[src/rtl/bcd_seg7_scan.sv]
// 8-digit common-anode 7-segment scanner fed by packed BCD.
// Double-buffered input swaps only on frame wrap; optional leading-zero blanking.
module bcd_seg7_scan #(
    parameter int unsigned CLK_DIV  = 100000,
    parameter int unsigned N_DIGITS = 8,
    parameter int unsigned BLANK_LZ = 1
) (
    input  logic                    clk,
    input  logic                    rst_n,
    input  logic                    en,
    input  logic                    load,
    input  logic [4*N_DIGITS-1:0]   bcd_in,
    input  logic [N_DIGITS-1:0]     dp_mask,
    output logic [N_DIGITS-1:0]     an,
    output logic [6:0]              seg,
    output logic                    dp,
    output logic                    frame_done
);

    localparam int unsigned CW = (CLK_DIV > 2) ? $clog2(CLK_DIV) : 1;
    localparam int unsigned IW = (N_DIGITS > 2) ? $clog2(N_DIGITS) : 1;

    localparam logic [CW-1:0] CNT_LAST = CW'(CLK_DIV - 1);
    localparam logic [IW-1:0] IDX_LAST = IW'(N_DIGITS - 1);

    logic [CW-1:0]           cnt;
    logic [IW-1:0]           idx;
    logic [4*N_DIGITS-1:0]   shadow;
    logic [4*N_DIGITS-1:0]   active;
    logic                    pending;

    logic                    tick;
    logic                    wrap;
    logic [3:0]              code;
    logic [N_DIGITS-1:0]     nz_above;
    logic                    blank;
    logic [6:0]              seg_next;

    function automatic logic [6:0] decode(input logic [3:0] c);
        logic [6:0] s;
        case (c)
            4'd0:    s = 7'h40;
            4'd1:    s = 7'h79;
            4'd2:    s = 7'h24;
            4'd3:    s = 7'h30;
            4'd4:    s = 7'h19;
            4'd5:    s = 7'h12;
            4'd6:    s = 7'h02;
            4'd7:    s = 7'h78;
            4'd8:    s = 7'h00;
            4'd9:    s = 7'h10;
            default: s = 7'h3F;
        endcase
        return s;
    endfunction

    always_comb begin
        tick = en && (cnt == CNT_LAST);
        wrap = tick && (idx == IDX_LAST);
    end

    // nz_above[d] is set when any digit d..N-1 of the active word is nonzero
    always_comb begin
        nz_above = '0;
        for (int unsigned i = 0; i < N_DIGITS; i++) begin
            int unsigned d;
            d = N_DIGITS - 1 - i;
            if (d == N_DIGITS - 1)
                nz_above[d] = |active[4*d +: 4];
            else
                nz_above[d] = nz_above[d+1] | (|active[4*d +: 4]);
        end
    end

    always_comb begin
        code  = active[4*idx +: 4];
        blank = (BLANK_LZ != 0) && (idx != '0) && !nz_above[idx];
        seg_next = blank ? 7'h7F : decode(code);
    end

    // Prescaler and digit index hold while disabled
    always_ff @(posedge clk or negedge rst_n) begin
        if (!rst_n) begin
            cnt <= '0;
            idx <= '0;
        end else if (en) begin
            if (tick) begin
                cnt <= '0;
                idx <= (idx == IDX_LAST) ? '0 : idx + 1'b1;
            end else begin
                cnt <= cnt + 1'b1;
            end
        end
    end

    // Shadow/active buffer; a load landing on the wrap edge bypasses the shadow
    always_ff @(posedge clk or negedge rst_n) begin
        if (!rst_n) begin
            shadow  <= '0;
            active  <= '0;
            pending <= 1'b0;
        end else begin
            if (load)
                shadow <= bcd_in;
            if (wrap) begin
                if (load)
                    active <= bcd_in;
                else if (pending)
                    active <= shadow;
                pending <= 1'b0;
            end else if (load) begin
                pending <= 1'b1;
            end
        end
    end

    always_ff @(posedge clk or negedge rst_n) begin
        if (!rst_n) begin
            an         <= '1;
            seg        <= '1;
            dp         <= 1'b1;
            frame_done <= 1'b0;
        end else begin
            frame_done <= wrap;
            if (en) begin
                an  <= ~(N_DIGITS'(1) << idx);
                seg <= seg_next;
                dp  <= ~dp_mask[idx];
            end else begin
                an  <= '1;
                seg <= '1;
                dp  <= 1'b1;
            end
        end
    end

endmodule

[config.mk]
export PLATFORM = sky130hd
export DESIGN_NAME = bcd_seg7_scan
export DESIGN_NICKNAME = d
export VERILOG_FILES = /design/src/rtl/bcd_seg7_scan.sv
export SDC_FILE = /design/constraint.sdc
export NUM_CORES = 1
export LEC_CHECK = 0
export CORE_ASPECT_RATIO = 1.5
export CORE_MARGIN = 2
export CORE_UTILIZATION = 40
export CTS_CLUSTER_SIZE = 24
export DETAILED_ROUTE_END_ITERATION = 6
export PLACE_DENSITY = 0.65
export SLEW_MARGIN = 25
export SYNTH_ARGS = -nofsm -noshare
export SYNTH_HDL_FRONTEND = slang
export SYNTH_SLANG_ARGS = --single-unit
[constraint.sdc]
create_clock -name clk -period 2.5 [get_ports clk]
set_clock_uncertainty 0.05 [all_clocks]
set_input_delay 0.5 -clock clk [delete_from_list [all_inputs] [get_ports clk]]
set_output_delay 0.5 -clock clk [all_outputs]
set_load 0.01 [all_outputs]
### Yosys cells after proc, flatten, opt, wreduce, memory -nomap -nowiden

Memories as Yosys holds them, arrays and structs flattened.
Index checks and enable logic that the tools add are counted.

* bits in registers: 102
* bits in read-only memories: 112
* input bits: 44
* word-level logic and storage cells: 57
* memories kept: 1

* $add $sub $neg: 2
* $lt $le $gt $ge: 1
* equal/unequal tests: 2
* shift operators: 2
* muxes and demuxes: 14
* bitwise operators: 9
* reductions and logical operators: 17

Memory list
* (name not given): words 16, bits a word 7, read ports 1, clocked after memory_dff 0, wr ports 0, RTL line 41 `case (c)`

Operator list (number)
* 32-bit two-way mux: 2
* 4-bit OR reduction: 8
* 32-bit by 6-bit indexed part select with 4-bit output: 1
* 17-bit by 1-bit adder with 17-bit output (second input constant): 1
* 17-bit equality test (second input constant): 1
* 17-bit two-way mux: 1
* 7-bit two-way mux: 2
* 8-bit two-way mux: 1
* 8-bit NOT: 1
* 1-bit by 3-bit << shifter with 8-bit output (first input constant): 1
* 1-bit bitwise OR: 7
* 1-bit binary-select mux with 3-bit select: 2
* 1-bit two-way mux: 5
* 3-bit by 4-bit < comparator with 1-bit output (second input constant): 1
* 2-bit AND reduction: 2
* 2-bit nonzero test: 2
* 3-bit by 1-bit adder with 3-bit output (second input constant): 1
* 3-bit equality test (second input constant): 1
* 1-bit logical AND: 3
* 3-bit two-way mux: 1
* 3-bit nonzero test: 1
* 1-bit zero test: 1
* 1-bit NOT: 1

### Longest topological paths before layout

Gate-level depths: netlist of run 1.

* word-level depth: 14
* mapped depth: 9

### Least setup slack after synthesis of run 1

No wires, ideal clock.

* kind: register -> register
* from: register idx[1]
* to: register seg[3]
* data arrival time: 2058 ps
* data required time: 2371 ps
* path slack: 314 ps
* cell stages (with the launch flop): 9
* buffers on the path: 2
* clock period less this slack: 2186 ps
* cells stage by stage: dfrtp_1 -> buf_2 -> buf_1 -> mux4_2 -> mux2i_1 -> ha_1 -> nor2_1 -> a21oi_1 -> o21ai_0

* word-level cells in the longest chain between the ends: 6
* elaborated cells between the ends (all ways): 9
* those cells by class: shift (1); mux (4); reduce/logical (3); memory (1)

Ends and longest elaborated chain
* start, declared: RTL line 27 `logic [IW-1:0] idx;`
* start signal, assigned: RTL line 89 `idx <= (idx == IDX_LAST) ? '0 : idx + 1'b1;`
* parallel branches: the longest is 4 deep, another holds memory read 16 x 7 bit
* 7-bit two-way mux *: RTL line 78 `seg_next = blank ? 7'h7F : decode(code);`
* 7-bit two-way mux *: RTL line 125 `if (en) begin`
* end signal, assigned: RTL line 127 `seg <= seg_next;`
* end, declared: RTL line 15 `output logic [6:0] seg,`

Mark *: on every way between the ends. The select of a mux whose other input is x is not followed.
A chain may end at the register's enable or synchronous reset.

### Final worst setup path of run 1

* from: register idx[1]
* to: register seg[6]

The elaborated chain is that of the path after synthesis.

==> run metrics, run 1 <==
status=finished clean; Slew Limit Fails=0; Syn Inst Count=341; DP Wirelength=6910 microns; Die Span Y=137 microns; Post-synth ARST share=1.00; final instance area=5930 sq um; setup violators final=0; Rel. slew slack=0.667; share of layout cells above drive strength 1=0.325; peak supply drop=0.404 mV; post-synth cell types=43; Synth Flop Type=dfrtp_1; fin crit period=2300 ps; core area=11,500 sq um; htree depth=3; Max stage delay on crit path=610 ps; Hold EP=pending$_DFFE_PN0P_; vias per cell=5.08; Final ANT Viol Nets=0; post-synth design cell area=4740 sq um; static leakage=0.00273 uW; Num CTS Buffers=9; first-pass detailed-route iteration total=4; Final GP Congestion=0.884; hold_sp=pending$_DFFE_PN0P_; startpoint types=flip-flop; area leader, netlist=dfrtp_1; antenna violations before repair=0; IO Port Bufs=60; # rows=48; drt drc=0; Final TNS setup=0 ps; CTS Buffer Depth=2; Worst setup startpoint=idx[1]$_DFFE_PN0P_; number of synthesized register bits=102; number of global-route vias before repair=3,033; clk root buf=clkbuf_16; most frequent cells in the layout=dfrtp_1, clkdlybuf4s50_1, mux2_2; crit path DAT=2500 ps; RSZ-0062 raised after global routing=false; gr usage total=0.157; Ys Warns=0; reg2reg path depth=9; remaining global-route overflow=0; vias=2,920; ranking of synthesized cells by area=dfrtp_1, mux2_4, dfstp_2; clk sinks=102; crit-path cells=buf_4 -> inv_1 -> ha_1 -> inv_1 -> o21ai_0 -> o41ai_1 -> buf_4 -> nand2_1 -> o21ai_0; # fillers=1,021; final non-filler cell total=575; CTS tree=built; Layout area overhead=25.1%; Die Area=12,800 sq um; critical path fanouts, max=10; Post-Place Cell Area=5640 sq um; Starting Density=0.411; Hold Vio Cnt, Final=0; worst slew pin tran=492 ps; top-level I/O count=61; die width=92.9 microns; largest net degree at the start of global routing=39; diode count=0; worst setup margin=203 ps; drt wl/cell=16.3 microns; PwrDens=580 nW/um^2; max-cap violations=0; Syn Area/Cell=13.9 sq um; R2R setup slack=200 ps; pre-CTS WS=62.8 ps; reg-to-reg endpoint=seg[6]$_DFF_PN1_; global-route wire length before repair=15,300 microns; R2R Path Start=idx[1]$_DFFE_PN0P_; worst hold path class=reg2reg; Clock transition at path regs=70 ps; final WL=9360 microns; Yosys top cell area share=0.454; Nets=476; synthesized net count=397; Max Clk Rate=435 MHz; most common cell after layout, fill and taps aside=dfrtp_1; worst setup path category=reg2reg; Clock Latency Late Sink=350 ps; CP required=2700 ps; Min-Delay Path Depth=2; Inst Count DP=558; Final Cycle Share=0.919; sequential fraction of the synthesis area=0.543; number of synthesized flops with an enable pin=0; critical path's slowest cell=dfrtp_1; starting DRC count in detailed routing=115; CP Capture Type=flip-flop
-- sequential cells by signal, summed over array words and instances, names as in the netlist --
signal,count
an,8
idx,3
dp,1
active,32
pending,1
frame_done,1
cnt,17
shadow,32
seg,7
-- cell type report --
cell class | count | area [sq um] | area share
Clock buffer | 9 | 225 | 0.0380
Clock inverter | 7 | 57.6 | 0.00971
Inverter | 11 | 41.3 | 0.00696
Multi-Input combinational cell | 215 | 2050 | 0.346
Sequential cell | 102 | 2570 | 0.434
Tap cell | 150 | 188 | 0.0317
Timing Repair Buffer | 81 | 796 | 0.134
-- worst max-delay path by stage --
stage,depth (start not counted),endpoint,slack (ps)
2_1_floorplan,8,seg[3]$_DFF_PN1_,310
3_3_place_gp,6,cnt[15]$_DFFE_PN0P_,80
3_5_place_dp,6,cnt[15]$_DFFE_PN0P_,60
4_1_cts,9,seg[6]$_DFF_PN1_,180
5_1_grt,9,seg[6]$_DFF_PN1_,9
6_report,9,seg[6]$_DFF_PN1_,200
-- cells by family (layout without fill, tap and decap cells) --
group,after synthesis,after routing,share of synthesized area
AO/OA/AOI/OAI,24,24,0.0309
XOR/XNOR,14,14,0.0259
adder cells (fa/ha/maj),12,12,0.0317
buffers and inverters,24,108,0.0248
flip-flops,102,102,0.543
multiplexers,82,82,0.243
AND/OR/NAND/NOR,83,83,0.101
-- critical path, delay by kind of cell, from the launching register on --
kind | cells | cell delay, ps
compound gates | 3 | 620
buf+inv | 4 | 620
flops | 1 | 610
fa+ha+maj | 1 | 220
simple gates | 1 | 80
-- per-stage QoR --
stage | utilization | total power [uW] | hold slack, ps
2_1_floorplan | - | 1990 | 154
3_3_place_gp | 0.489 | 2150 | 314
3_5_place_dp | 0.489 | 2160 | 315
4_1_cts | 0.514 | 3480 | 445
5_1_grt | 0.514 | 3580 | 465
6_report | 0.514 | 3440 | 439
-- timing repair --
action | 4_1_cts | 5_1_grt
hold buffers | 1 | 0
resized for setup | 0 | 0
setup endpoints to repair | 0 | 0
setup buffers | 0 | 0
hold endpoints to repair | 12 | 0
-- Yosys cell counts, types with 2 or more instances --
master and n:
a21oi_1 5, buf_1 2, buf_2 4, buf_6 3
clkbuf_1 4, dfrtp_1 86, dfstp_2 16, ha_1 12
inv_1 11, mux2_2 35, mux2_4 30, mux2i_1 6
mux4_2 10, nand2_1 23, nand3_1 13, nand3b_1 2
nor2_1 17, nor2b_1 2, nor3_1 2, nor4_1 9
o21ai_0 12, o31ai_1 2, or4_4 3, xnor2_1 7
xor2_1 7
-- metal layers --
metal  up-vias  part of all wire  GRT usage
met5         -                 0          0
met4         0             0.020     0.0760
met3        11             0.042     0.0350
met2        60              0.53      0.272
met1      1473              0.41      0.185
li1       1376                 -          -
-- power by group --
group | internal (uW) | switching, uW | total (uW)
sequential | 1740 | 75.0 | 1820
combinational | 170 | 132 | 302
clock | 685 | 630 | 1310
total | 2600 | 837 | 3440
Note: power is estimated with default switching activity, not from simulation.
==> run 2: changes to the inputs <==
Settings changed: SLEW_MARGIN 25 to 0.
==> results of run 2 <==
No change in the layout: final DEF, timing and power equal those of run 1.
